File: src/rtl/host_loader_pkg.sv
// host_loader_pkg: constants and state types shared by the host loader files.
//   HS_BOOT / HS_SLD  : handshake bytes the device sends before each upload
//   TERM_WORD         : terminator word found in image and SLD streams
//   RESULT_BASE_WORD  : device word address where result bytes originate
package host_loader_pkg;

   localparam logic [7:0]  HS_BOOT          = 8'h99;
   localparam logic [7:0]  HS_SLD           = 8'haa;
   localparam logic [31:0] TERM_WORD        = 32'hffff_ffff;
   localparam int          RESULT_BASE_WORD = 4096;

   typedef enum logic [3:0] {
      S_IDLE, S_WAIT_99, S_SEND_LEN, S_IMG_FETCH, S_IMG_SEND,
      S_WAIT_AA, S_SLD_FETCH, S_SLD_SEND, S_RECV, S_DONE, S_ERR
   } state_t;

   typedef enum logic [1:0] {
      BT_IDLE, BT_ARM, BT_RUN
   } btx_state_t;

endpackage

File: src/rtl/host_byte_tx.sv
// host_byte_tx: one-byte send handshake in front of uart_tx.
//   byte_val, go : byte to send and a request pulse (taken only when ready)
//   ready        : high when idle; drops the cycle after go is taken and
//                  rises again once uart_tx has finished the byte
//   sdata, tx_start, tx_busy : uart_tx side
module host_byte_tx
   import host_loader_pkg::*;
(
   input  logic       clk,
   input  logic       rstn,
   input  logic [7:0] byte_val,
   input  logic       go,
   output logic       ready,
   output logic [7:0] sdata,
   output logic       tx_start,
   input  logic       tx_busy
);

   btx_state_t st;

   always_ff @(posedge clk) begin
      if (!rstn) begin
         st       <= BT_IDLE;
         ready    <= 1'b1;
         sdata    <= 8'd0;
         tx_start <= 1'b0;
      end else begin
         case (st)
            BT_IDLE: if (go) begin
               sdata    <= byte_val;
               tx_start <= 1'b1;
               ready    <= 1'b0;
               st       <= BT_ARM;
            end
            // Hold the request until uart_tx acknowledges with busy.
            BT_ARM: if (tx_busy) begin
               tx_start <= 1'b0;
               st       <= BT_RUN;
            end
            BT_RUN: if (!tx_busy) begin
               ready <= 1'b1;
               st    <= BT_IDLE;
            end
            default: st <= BT_IDLE;
         endcase
      end
   end

endmodule

File: src/rtl/uart_rx.sv
// uart_rx: 8N1 serial receiver with mid-bit sampling.
//   clk, rstn : clock, synchronous active-low reset
//   rxd       : serial input (asynchronous, double-registered here)
//   rdata     : last good byte, updated together with rx_ready
//   rx_ready  : one-cycle pulse per byte with a valid stop bit
//   ferr      : one-cycle pulse when the stop bit reads low
module uart_rx #(
   parameter int CLK_PER_HALF_BIT = 200
) (
   input  logic       clk,
   input  logic       rstn,
   input  logic       rxd,
   output logic [7:0] rdata,
   output logic       rx_ready,
   output logic       ferr
);

   localparam logic [15:0] HALF_LAST = 16'(CLK_PER_HALF_BIT - 1);
   localparam logic [15:0] BIT_LAST  = 16'(2 * CLK_PER_HALF_BIT - 1);

   typedef enum logic [1:0] {R_IDLE, R_START, R_DATA, R_STOP} rstate_t;

   rstate_t     st;
   logic [1:0]  sync;
   logic [15:0] cnt;
   logic [2:0]  bcnt;
   logic [7:0]  sh;
   logic        rs;

   assign rs = sync[1];

   always_ff @(posedge clk) begin
      if (!rstn) begin
         st       <= R_IDLE;
         sync     <= 2'b11;
         cnt      <= 16'd0;
         bcnt     <= 3'd0;
         sh       <= 8'd0;
         rdata    <= 8'd0;
         rx_ready <= 1'b0;
         ferr     <= 1'b0;
      end else begin
         sync     <= {sync[0], rxd};
         rx_ready <= 1'b0;
         ferr     <= 1'b0;
         case (st)
            R_IDLE: begin
               cnt <= 16'd0;
               if (!rs) st <= R_START;
            end
            // Re-check at the middle of the start bit to reject glitches.
            R_START: begin
               if (cnt == HALF_LAST) begin
                  cnt  <= 16'd0;
                  bcnt <= 3'd0;
                  st   <= rs ? R_IDLE : R_DATA;
               end else cnt <= cnt + 16'd1;
            end
            R_DATA: begin
               if (cnt == BIT_LAST) begin
                  cnt  <= 16'd0;
                  sh   <= {rs, sh[7:1]};
                  bcnt <= bcnt + 3'd1;
                  if (bcnt == 3'd7) st <= R_STOP;
               end else cnt <= cnt + 16'd1;
            end
            R_STOP: begin
               if (cnt == BIT_LAST) begin
                  cnt <= 16'd0;
                  st  <= R_IDLE;
                  if (rs) begin
                     rdata    <= sh;
                     rx_ready <= 1'b1;
                  end else begin
                     ferr <= 1'b1;
                  end
               end else cnt <= cnt + 16'd1;
            end
            default: st <= R_IDLE;
         endcase
      end
   end

endmodule

File: src/rtl/uart_tx.sv
// uart_tx: 8N1 serial transmitter, LSB first, bit time 2*CLK_PER_HALF_BIT clks.
//   clk, rstn : clock, synchronous active-low reset (txd idles high)
//   sdata     : byte to send, sampled when tx_start seen while idle
//   tx_start  : request; tx_busy rises the cycle after it is accepted
//   tx_busy   : high from acceptance until the end of the stop bit
//   txd       : serial output
module uart_tx #(
   parameter int CLK_PER_HALF_BIT = 200
) (
   input  logic       clk,
   input  logic       rstn,
   input  logic [7:0] sdata,
   input  logic       tx_start,
   output logic       tx_busy,
   output logic       txd
);

   localparam logic [15:0] BIT_LAST = 16'(2 * CLK_PER_HALF_BIT - 1);

   logic [8:0]  sh;     // data bits then stop bit, shifted out LSB first
   logic [3:0]  bcnt;
   logic [15:0] cnt;

   always_ff @(posedge clk) begin
      if (!rstn) begin
         txd     <= 1'b1;
         tx_busy <= 1'b0;
         sh      <= 9'h1ff;
         bcnt    <= 4'd0;
         cnt     <= 16'd0;
      end else if (!tx_busy) begin
         cnt  <= 16'd0;
         bcnt <= 4'd0;
         if (tx_start) begin
            sh      <= {1'b1, sdata};
            txd     <= 1'b0;
            tx_busy <= 1'b1;
         end
      end else if (cnt == BIT_LAST) begin
         cnt <= 16'd0;
         if (bcnt == 4'd9) begin
            tx_busy <= 1'b0;
         end else begin
            txd  <= sh[0];
            sh   <= {1'b1, sh[8:1]};
            bcnt <= bcnt + 4'd1;
         end
      end else begin
         cnt <= cnt + 16'd1;
      end
   end

endmodule

File: src/rtl/host_loader.sv
// host_loader: host side of the serial boot protocol.
//   Waits for 0x99, sends length (total_words*4) and the image words, waits
//   for 0xaa, sends the SLD words, then captures OUT_BYTES result bytes.
//   All multi-byte fields go out little-endian.
//   clk, rstn          : clock, synchronous active-low reset
//   rxd / txd          : serial link to the device
//   start              : session start pulse (honoured in IDLE only)
//   total_words        : image words after the length field, latched on start
//   sld_words          : SLD words after 0xaa, latched on start
//   img_addr/img_data  : image memory port, data one cycle after address
//   sld_addr/sld_data  : SLD memory port, data one cycle after address
//   out_valid/out_data : one pulse per captured result byte
//   out_count          : result bytes captured (saturates at OUT_BYTES)
//   busy/done/err      : session status; done and err are sticky
module host_loader
   import host_loader_pkg::*;
#(
   parameter int CLK_PER_HALF_BIT = 200,
   parameter int OUT_BYTES        = 61440
) (
   input  logic        clk,
   input  logic        rstn,
   input  logic        rxd,
   output logic        txd,
   input  logic        start,
   input  logic [31:0] total_words,
   input  logic [15:0] sld_words,
   output logic [15:0] img_addr,
   input  logic [31:0] img_data,
   output logic [15:0] sld_addr,
   input  logic [31:0] sld_data,
   output logic        out_valid,
   output logic [7:0]  out_data,
   output logic [15:0] out_count,
   output logic        busy,
   output logic        done,
   output logic        err
);

   localparam logic [15:0] OUT_LIM = 16'(OUT_BYTES);

   state_t      state;
   logic [31:0] tw;
   logic [15:0] sw;
   logic [31:0] word;        // word being sent, shifted right per byte
   logic [31:0] wcnt;        // words sent in the current upload phase
   logic [1:0]  bidx;        // byte within word
   logic [1:0]  tph;         // 0: issue, 1: drop go, 2: wait for completion
   logic        fetch_wait;
   logic        rx_seen;
   logic        tx_go, tx_ready, tx_start, tx_busy;
   logic [7:0]  tx_byte, sdata, rdata;
   logic        rx_ready, ferr;
   logic        rx_take, byte_done, word_done;

   // A byte counts once, on the first cycle rx_ready is seen high.
   assign rx_take   = rx_ready & ~rx_seen;
   assign byte_done = (tph == 2'd2) & tx_ready;
   assign word_done = byte_done & (bidx == 2'd3);

   uart_tx #(.CLK_PER_HALF_BIT(CLK_PER_HALF_BIT)) u_tx (
      .clk(clk), .rstn(rstn), .sdata(sdata), .tx_start(tx_start),
      .tx_busy(tx_busy), .txd(txd)
   );

   uart_rx #(.CLK_PER_HALF_BIT(CLK_PER_HALF_BIT)) u_rx (
      .clk(clk), .rstn(rstn), .rxd(rxd), .rdata(rdata),
      .rx_ready(rx_ready), .ferr(ferr)
   );

   host_byte_tx u_btx (
      .clk(clk), .rstn(rstn), .byte_val(tx_byte), .go(tx_go),
      .ready(tx_ready), .sdata(sdata), .tx_start(tx_start), .tx_busy(tx_busy)
   );

   always_ff @(posedge clk) begin
      if (!rstn) begin
         state      <= S_IDLE;
         tw         <= 32'd0;
         sw         <= 16'd0;
         word       <= 32'd0;
         wcnt       <= 32'd0;
         bidx       <= 2'd0;
         tph        <= 2'd0;
         fetch_wait <= 1'b0;
         rx_seen    <= 1'b0;
         tx_go      <= 1'b0;
         tx_byte    <= 8'd0;
         img_addr   <= 16'd0;
         sld_addr   <= 16'd0;
         out_valid  <= 1'b0;
         out_data   <= 8'd0;
         out_count  <= 16'd0;
         busy       <= 1'b0;
         done       <= 1'b0;
         err        <= 1'b0;
      end else begin
         rx_seen   <= rx_ready;
         out_valid <= 1'b0;

         // Byte sequencer shared by all sending states; walks 'word' LSB first.
         if (state inside {S_SEND_LEN, S_IMG_SEND, S_SLD_SEND}) begin
            case (tph)
               2'd0: if (tx_ready) begin
                  tx_go   <= 1'b1;
                  tx_byte <= word[7:0];
                  tph     <= 2'd1;
               end
               2'd1: begin
                  tx_go <= 1'b0;
                  tph   <= 2'd2;
               end
               default: if (tx_ready) begin
                  word <= word >> 8;
                  bidx <= bidx + 2'd1;
                  tph  <= 2'd0;
               end
            endcase
         end

         case (state)
            S_IDLE: if (start) begin
               tw        <= total_words;
               sw        <= sld_words;
               out_count <= 16'd0;
               img_addr  <= 16'd0;
               sld_addr  <= 16'd0;
               wcnt      <= 32'd0;
               busy      <= 1'b1;
               state     <= S_WAIT_99;
            end
            S_WAIT_99: begin
               if (ferr || (rx_take && rdata != HS_BOOT)) begin
                  state <= S_ERR; busy <= 1'b0; err <= 1'b1;
               end else if (rx_take) begin
                  word  <= tw << 2;
                  bidx  <= 2'd0;
                  tph   <= 2'd0;
                  state <= S_SEND_LEN;
               end
            end
            S_SEND_LEN: if (word_done) begin
               fetch_wait <= 1'b0;
               state      <= (tw == 32'd0) ? S_WAIT_AA : S_IMG_FETCH;
            end
            // Two cycles: address settles, then the memory's data is taken.
            S_IMG_FETCH: begin
               if (!fetch_wait) fetch_wait <= 1'b1;
               else begin
                  word  <= img_data;
                  state <= S_IMG_SEND;
               end
            end
            S_IMG_SEND: if (word_done) begin
               if (wcnt == tw - 32'd1) begin
                  wcnt  <= 32'd0;
                  state <= S_WAIT_AA;
               end else begin
                  wcnt       <= wcnt + 32'd1;
                  img_addr   <= img_addr + 16'd1;
                  fetch_wait <= 1'b0;
                  state      <= S_IMG_FETCH;
               end
            end
            S_WAIT_AA: begin
               if (ferr || (rx_take && rdata != HS_SLD)) begin
                  state <= S_ERR; busy <= 1'b0; err <= 1'b1;
               end else if (rx_take) begin
                  fetch_wait <= 1'b0;
                  state      <= (sw == 16'd0) ? S_RECV : S_SLD_FETCH;
               end
            end
            S_SLD_FETCH: begin
               if (!fetch_wait) fetch_wait <= 1'b1;
               else begin
                  word  <= sld_data;
                  state <= S_SLD_SEND;
               end
            end
            S_SLD_SEND: if (word_done) begin
               if (wcnt == 32'(sw) - 32'd1) begin
                  state <= S_RECV;
               end else begin
                  wcnt       <= wcnt + 32'd1;
                  sld_addr   <= sld_addr + 16'd1;
                  fetch_wait <= 1'b0;
                  state      <= S_SLD_FETCH;
               end
            end
            S_RECV: begin
               if (ferr) begin
                  state <= S_ERR; busy <= 1'b0; err <= 1'b1;
               end else if (rx_take && out_count != OUT_LIM) begin
                  out_valid <= 1'b1;
                  out_data  <= rdata;
                  out_count <= out_count + 16'd1;
                  if (out_count + 16'd1 == OUT_LIM) begin
                     state <= S_DONE; busy <= 1'b0; done <= 1'b1;
                  end
               end
            end
            S_DONE, S_ERR: ;
            default: begin
               state <= S_ERR; busy <= 1'b0; err <= 1'b1;
            end
         endcase
      end
   end

endmodule

File: config.mk
export PLATFORM = sky130hd
export DESIGN_NAME = host_loader
export DESIGN_NICKNAME = d
export VERILOG_FILES = /design/src/rtl/host_loader_pkg.sv /design/src/rtl/host_byte_tx.sv /design/src/rtl/uart_rx.sv /design/src/rtl/uart_tx.sv /design/src/rtl/host_loader.sv
export SDC_FILE = /design/constraint.sdc
export NUM_CORES = 1
export LEC_CHECK = 0
export ABC_AREA = 1
export ABC_CLOCK_PERIOD_IN_PS = 4100
export CAP_MARGIN = 10
export CELL_PAD_IN_SITES_DETAIL_PLACEMENT = 1
export CELL_PAD_IN_SITES_GLOBAL_PLACEMENT = 2
export CORE_MARGIN = 5
export CORE_UTILIZATION = 25
export DETAILED_ROUTE_END_ITERATION = 6
export PLACE_DENSITY_LB_ADDON = 0.1
export SLEW_MARGIN = 20
export SYNTH_ARGS = -nofsm -noshare
export SYNTH_HDL_FRONTEND = slang
export SYNTH_HIERARCHICAL = 1
export SYNTH_SLANG_ARGS = --single-unit
File: constraint.sdc
create_clock -name clk -period 4.1 [get_ports clk]
set_clock_uncertainty 0.1 [all_clocks]
set_input_delay 0.615 -clock clk [delete_from_list [all_inputs] [get_ports clk]]
set_output_delay 0.615 -clock clk [all_outputs]
set_load 0.01 [all_outputs]
==> impl_metrics.csv, run 1 <==
group,metric,value,unit
synthesis,synthSimpleGateAreaFrac,0.385,
setup_path,cp_num_buf_inv,2,
timing,fmax,318,MHz
grt,track_usage,0.181,
setup_path,path_max_fanout,18,
place,io_buffers,176,
clock_tree,cts_root_buf,"clkbuf_16",
timing,setup_viol,0,
grt,antenna_found_initial,4,
power_and_ir_drop,vdd_drop_max,0.294,mV
grt,grt_pass1_wl,101,mm
floorplan,initial_core_util,0.252,
synthesis,yosysTopAreaCell,"dfxtp_1",
routing,wl_met1,30.8,mm
synthesis,ys_ff_latch,274,
synthesis,async_reset_ff_frac,0,
routing,maxUsedRoutingLayer,"met5",
routing,met2_length,30.4,mm
routing,dr_wl_met3,2.47,mm
timing,finalSetupTns,0,ns
power_and_ir_drop,clock_power_share,0.279,
floorplan,dieArea,69900,um2
synthesis,synthFlopType,"dfxtp_1",
final_layout,fin_cells,3470,
status,status,"finished, final reports clean",
power_and_ir_drop,p_leak,7.68,nW
grt,grt_pass1_vias,17000,
routing,routedWlPerCell,18.8,um
setup_path,cp.required,4.44,ns
place,dpl.hpwl,50.7,mm
grt,grt_max_degree,52,
final_layout,nNetsFinal,2718,
synthesis,synth_compound_area_frac,0.132,
routing,drc,0,
power_and_ir_drop,p_int,0.00677,W
routing,wirelength,65.2,mm
synthesis,synth-adder-area-share,0.0108,
place,dpl.cell_count,3403,
routing,drtIter0Drc,699,
setup_path,cp_top_family,"simple AND/OR/NAND/NOR gates",
routing,vias,16500,
setup_path,critical_path.startpoint_type,"register",
power_and_ir_drop,powerDensity,608,nW/um2
timing,finalHoldViolCount,0,
setup_path,critPathCaptureType,"register",
synthesis,syn_avg_cell_area,6.64,um2
setup_path,criticalPathCategory,"reg2reg",
setup_path,crit_slowest_cell,"dfxtp_1",
clock_tree,cts_buffers,38,
synthesis,syn_area,16200,um2
timing,layout_min_cycle_time,3.14,ns
routing,via_per_inst,4.76,
synthesis,syn-num-nets,2565,
clock_tree,cts.reportedPaths.clkPinSlew,0.06,ns
floorplan,io_pins,177,
synthesis,muxShareOfSynthArea,0.00418,
synthesis,netlist.area_leader.share,0.339,
setup_path,cp.arrival,3.48,ns
synthesis,synthCells,2435,
power_and_ir_drop,pwr-share-seq,0.309,
hold_path,min_path_type,"reg2reg",
routing,final_antenna_net_count,0,
setup_path,crit_path_frequent_cell,"nand2_1",
setup_path,crit_chain,"inv_2, ha_1, nand2_1, nor2_4, nand2_1, nor2_1, nand2_1, nand2_1, nand2_1, inv_1, nand2_1, nor2_1, nand3_1, nand2_2, nand2_4, nand2_4, nand2_1, nand2_1, nor2_1",
clock_tree,cts_htree_levels,2,
synthesis,yosys-top-cells-area,"dfxtp_1 34%, nand2_1 13%, nor2_1 8.9%",
place,place_congestion,0.802,
clock_tree,cts_resized,0,
timing,tightest_slew,0.804,ns
synthesis,synth-xor-area-share,0.0428,
synthesis,ys_seq_area_frac,0.339,
flow_run,cap_violations,0,
grt,grt_overflow,0,
floorplan,die_y,264,um
clock_tree,cts_sinks,274,
clock_tree,cts_tree,"yes",
routing,drtPass1Iterations,5,
power_and_ir_drop,swShare,0.444,
floorplan,fp-row-count,93,
power_and_ir_drop,comb_power_share,0.413,
synthesis,synth_top_family_by_area,"simple AND/OR/NAND/NOR gates",
setup_path,crit_path_max_incr_delay,0.39,ns
power_and_ir_drop,finalPower,0.0122,W
timing,slew_viol_final,0,
final_layout,n_antenna_cell,0,
floorplan,die_w,264,um
final_layout,fillers,8007,
timing,timing.final.crit_share,0.766,
synthesis,yosysWarnings,6,
clock_tree,clk_latency,0.57,ns
clock_tree,ctsHoldBuffers,0,
power_and_ir_drop,p_switching,0.00541,W
floorplan,core_area,64200,um2
synthesis,synth_edf_count,0,
synthesis,synth_cell_type_count,64,
final_layout,area_growth,23.8,%
timing,rsz0062_at_grt,"no",
clock_tree,post-cts-setup-buffer-count,0,
final_layout,drive_gt1_frac,0.0918,
timing,relSlewSlack,0.464,
clock_tree,clk_path_buf_depth,3,
-- stage by stage --
stage / hold WS, ns / utilization / setup slack [ns] / instance area, um2
5_1_grt: 0.328 / 0.312 / 0.674 / 20000
4_1_cts: 0.315 / 0.312 / 0.898 / 20000
6_report: 0.316 / 0.312 / 0.958 / 20000
3_5_place_dp: 0.308 / 0.292 / 0.897 / 18800
2_1_floorplan: 0.293 / - / 1.81 / 16200
3_3_place_gp: 0.308 / 0.292 / 0.930 / 18800
-- worst reg2reg max path, stage by stage, from the launching register on --
cell and delay, ns:
dfxtp_1 0.39, inv_2 0.16, ha_1 0.20, nand2_1 0.16
nor2_4 0.33, nand2_1 0.23, nor2_1 0.15, nand2_1 0.06
nand2_1 0.09, nand2_1 0.05, inv_1 0.05, nand2_1 0.04
nor2_1 0.10, nand3_1 0.11, nand2_2 0.17, nand2_4 0.19
nand2_4 0.27, nand2_1 0.08, nand2_1 0.06, nor2_1 0.04
-- layout by cell type, fill, tap and decap left out, types with 9 or more instances in the layout --
master and instances:
a21oi_1 125, a21oi_2 10, a22o_1 20, a22oi_1 32
a31oi_1 28, buf_4 32, clkbuf_16 39, clkbuf_8 10
clkdlybuf4s50_1 175, dfxtp_1 274, ha_1 14, inv_1 214
inv_2 16, nand2_1 573, nand2_2 27, nand3_1 157
nand3b_1 20, nand4_1 86, nor2_1 382, nor2_2 29
nor3_1 38, nor4_1 9, o21ai_0 92, o21ai_1 16
or2_2 11, xnor2_1 24, xor2_1 55
-- area by class of cell --
class / instances / area, um2 / area share
inverter: 234 / 892 / 0.0445
tap: 855 / 1070 / 0.0534
sequential: 274 / 5490 / 0.274
clock inverter: 10 / 125 / 0.00625
timing repair buffer: 208 / 2010 / 0.100
multi-input combinational: 1832 / 9300 / 0.464
clock buffer: 57 / 1140 / 0.0571
-- synth_stat cells, types with 6 or more instances --
cell        n
o21bai_2    6
nand3b_1   20
nor4_1      9
inv_2      15
a22o_1     20
o21ai_1    16
ha_1       14
a21oi_1   126
or2_2      11
nand3_1   157
nor2_2     28
nor2_4      8
a31oi_1    28
xor2_1     55
o21ai_0    92
xnor2_1    24
nor3_2      6
mux2_2      6
buf_6      10
nand2_2    27
nor2_1    383
nor3_1     38
nand2_1   573
o21bai_1    7
inv_1     214
nand3_2     8
a21oi_2     9
clkbuf_1   56
buf_2      19
a22oi_1    32
nand4_1    86
dfxtp_1   274
-- power by group through the flow --
stage	logic [W]	registers [W]	clock network [W]
after global placement	0.00500	0.00383	0
after detailed placement	0.00507	0.00384	0
after CTS	0.00510	0.00378	0.00353
after floorplan	0.00374	0.00350	0
final	0.00503	0.00376	0.00339
after global routing	0.00570	0.00384	0.00363
-- metal layers --
layer | global-route usage | vias up
met4 | 0.0427 | 6
met1 | 0.242 | 7879
li1 | - | 8295
met5 | 0 | -
met2 | 0.303 | 256
met3 | 0.0329 | 68
-- sequential cells by signal (all words and copies together), names as in the netlist, 3 cells and up, named ones only --
name,count
u_rx/rdata,8
out_count,16
u_tx/cnt,16
sw,16
out_data,8
u_tx/bcnt,4
u_rx/sh,8
u_tx/sh,8
tw,32
u_btx/sdata,8
tx_byte,8
sld_addr,16
wcnt,32
u_rx/cnt,16
word,32
state,4
img_addr,16
u_rx/bcnt,3
-- cells by family (layout without fill, tap and decap cells) --
group                    Yosys count  count (layout)
AND/OR/NAND/NOR                 1378            1378
adder cells (fa/ha/maj)           14              14
flip-flops                       274             274
buffers and inverters            329             509
XOR/XNOR                          79              79
AO/OA/AOI/OAI                    355             355
multiplexers                       6               6
-- final timing paths --
check                                              from                       end  slack, ns  cells past startpoint
worst max-delay path                 tw[0]$_SDFFE_PN0P_  img_addr[1]$_SDFFE_PN0P_       0.96                     19
worst min-delay path            u_rx/sync[0]$_SDFF_PN1_   u_rx/sync[1]$_SDFF_PN1_       0.32                      1
worst max register to register       tw[0]$_SDFFE_PN0P_  img_addr[1]$_SDFFE_PN0P_       0.96                     19
worst min register to register  u_rx/sync[0]$_SDFF_PN1_   u_rx/sync[1]$_SDFF_PN1_       0.32                      1
No activity file was read; power rests on OpenSTA's default activity.
==> run 2, diff against run 1 <==
- ABC_CLOCK_PERIOD_IN_PS: 4100 -> 2700
- clock period: 4.1 -> 2.7 ns (I/O delays scaled with it)
==> run 2 against run 1 <==
  * Utilization up 1.5 points
  * Count of clock-buffer cells in the layout down 1
  * Sequential cell count unchanged
  * Largest power group unchanged
  * Setup slack worse by 0.82 ns
  * Combinational power up 77%
  * Final area up 4.7%
  * Via count up 2.7%
  * Fmax up 23%
  * Non-clock buffer count up 91
==> impl_metrics.csv, run 2 (same netlist as run 1, synthesis figures left out) <==
group,metric,value,unit
status,status,"finished, final reports clean",
place,post_dp_cell_area,19500,um2
setup_path,reg2reg_to,"wcnt[26]$_SDFFE_PN0P_",
setup_path,cp_top_family,"simple AND/OR/NAND/NOR gates",
power_and_ir_drop,finalPower,0.0196,W
final_layout,n_antenna_cell,0,
grt,grt_overflow,0,
clock_tree,clk_latency,0.56,ns
grt,grt_max_degree,54,
routing,drc,0,
setup_path,criticalPathCategory,"reg2reg",
final_layout,area_growth,29.6,%
floorplan,dieArea,69900,um2
final_layout,fin_area,21000,um2
place,io_buffers,176,
setup_path,cp_num_buf_inv,3,
clock_tree,ctsHoldBuffers,0,
timing,timing.final.crit_share,0.950,
setup_path,critPathCaptureType,"register",
grt,grt_pass1_wl,102,mm
final_layout,final_common_cell,"nand2_1",
routing,vias,17000,
grt,grt_pass1_vias,17500,
routing,drtIter0Drc,693,
timing,finalHoldViolCount,0,
place,place_congestion,0.841,
timing,post-route-worst-setup-slack,0.135,ns
routing,final_antenna_net_count,0,
setup_path,critical_path.startpoint_type,"register",
setup_path,ff2ff_setup_slack,0.14,ns
setup_path,cp.arrival,2.91,ns
floorplan,io_pins,177,
power_and_ir_drop,p_leak,8.19,nW
place,dpl.hpwl,51.7,mm
final_layout,layout_common_cells,"563 x nand2_1, 364 x nor2_1, 268 x dfxtp_1",
place,dp_slack,-0.0380,ns
final_layout,nNetsFinal,2813,
power_and_ir_drop,powerDensity,933,nW/um2
final_layout,reg.largest.list,"tw (32), wcnt (32), word (32)",
setup_path,cp.required,3.05,ns
hold_path,hold_path.startpoint,"rstn",
timing,tightest_slew,0.782,ns
setup_path,worst-path-stages,16,
setup_path,crit_chain,"inv_1, ha_2, xor2_1, nand3_1, nor2_1, nand2_1, nor2_1, nand3b_1, nor2_4, nand4_4, buf_4, buf_4, nand3_1, nand2_1, nand2_1, nor2_1",
routing,drtPass1Iterations,5,
clock_tree,cts.reportedPaths.clkPinSlew,0.05,ns
timing,slew_viol_final,0,
clock_tree,cts_sinks,274,
flow_run,cap_violations,0,
clock_tree,cts_root_buf,"clkbuf_16",
floorplan,die_w,264,um
power_and_ir_drop,vdd_drop_max,0.568,mV
floorplan,die_y,264,um
clock_tree,cts_buffers,39,
floorplan,core_area,64200,um2
timing,setup_viol,0,
clock_tree,cts_tree,"yes",
final_layout,drive_gt1_frac,0.138,
routing,routedWlPerCell,18.6,um
hold_path,min_path_type,"in2reg",
setup_path,crit_start,"sw[1]$_SDFFE_PN0P_",
floorplan,initial_core_util,0.252,
floorplan,fp-row-count,93,
timing,fmax,390,MHz
final_layout,fin_cells,3563,
routing,wirelength,66.3,mm
setup_path,crit_path_max_incr_delay,0.35,ns
setup_path,reg2reg_depth,16,
timing,layout_min_cycle_time,2.56,ns
clock_tree,clk_path_buf_depth,3,
grt,antenna_found_initial,1,
setup_path,crit_slowest_cell,"dfxtp_1",
clock_tree,cts_htree_levels,2,
timing,relSlewSlack,0.478,
grt,track_usage,0.182,
place,dpl.cell_count,3488,
setup_path,crit_end,"wcnt[26]$_SDFFE_PN0P_",
setup_path,worstReg2RegStart,"sw[1]$_SDFFE_PN0P_",
routing,via_per_inst,4.76,
timing,finalSetupTns,0,ns
setup_path,path_max_fanout,10,
run 2: cell count changes in the layout (fill, tap and decap cells not counted), moves of 3 or more:
cell      previous run  this run
nand2_1            573       563
buf_4               32       117
nor2_2              29        41
buf_12               1         6
clkbuf_8            10         6
nor2_1             382       364
ha_2                 0         3
nor2_4               8        16
nand2_2             27        34
dfxtp_2              0         6
nand2_4              5         8
dfxtp_1            274       268
ha_1                14        11
run 2: worst min path at each step:
stage                     cells after the start  slack (ns)                          end
final                                         3        0.17  u_btx/sdata[0]$_SDFFE_PN0P_
after global routing                          3        0.17  u_btx/sdata[0]$_SDFFE_PN0P_
after CTS                                     3        0.14  u_btx/sdata[0]$_SDFFE_PN0P_
after detailed placement                      1        0.30      u_rx/sync[1]$_SDFF_PN1_
after global placement                        1        0.30      u_rx/sync[1]$_SDFF_PN1_
after floorplan                               1        0.29      u_rx/sync[1]$_SDFF_PN1_
run 2: per-layer routing:
layer | track usage | up-vias | share of wire
li1 | - | 8484 | -
met1 | 0.240 | 8121 | 0.47
met2 | 0.316 | 267 | 0.48
met3 | 0.0232 | 78 | 0.029
met4 | 0.0469 | 0 | 0.023
met5 | 0 | - | 0
run 2: timing repair:
| action | 4_1_cts | 5_1_grt |
|---|---|---|
| pin swaps | 0 | 10 |
| resized for setup | 3 | 54 |
| cloned | 0 | 4 |
| endpoints found under the setup margin | 6 | 68 |
| buffers inserted | 0 | 5 |
run 2: area by class of cell:
type | count | area (um2)
repair buffers | 299 | 2780
clock inverters | 10 | 118
flip-flops and latches | 274 | 5490
well taps | 855 | 1070
clock buffers | 56 | 1120
inverters | 234 | 892
multi-input cells | 1835 | 9500
fillers | 8032 | 43300
run 2: worst min-delay path, stage by stage:
cell	delay, ns
buf_4	0.23
nand2_1	0.11
nor2_1	0.03
run 2: metrics by stage:
step	utilization	hold slack [ns]
after floorplan	-	0.293
after global placement	0.303	0.303
after detailed placement	0.303	0.304
after CTS	0.323	0.135
after global routing	0.326	0.167
final	0.326	0.173
run 2: power by group:
group / internal, W / switching [W]
Clock: 0.00306 / 0.00201
Combinational: 0.00315 / 0.00577
Sequential: 0.00473 / 0.000837
Total: 0.0109 / 0.00862
==> run 3, diff against run 2 <==
- HOLD_SLACK_MARGIN: unset -> 0.1
==> results of run 3 <==
The final DEF is identical to that of run 2; final timing and power are the same.
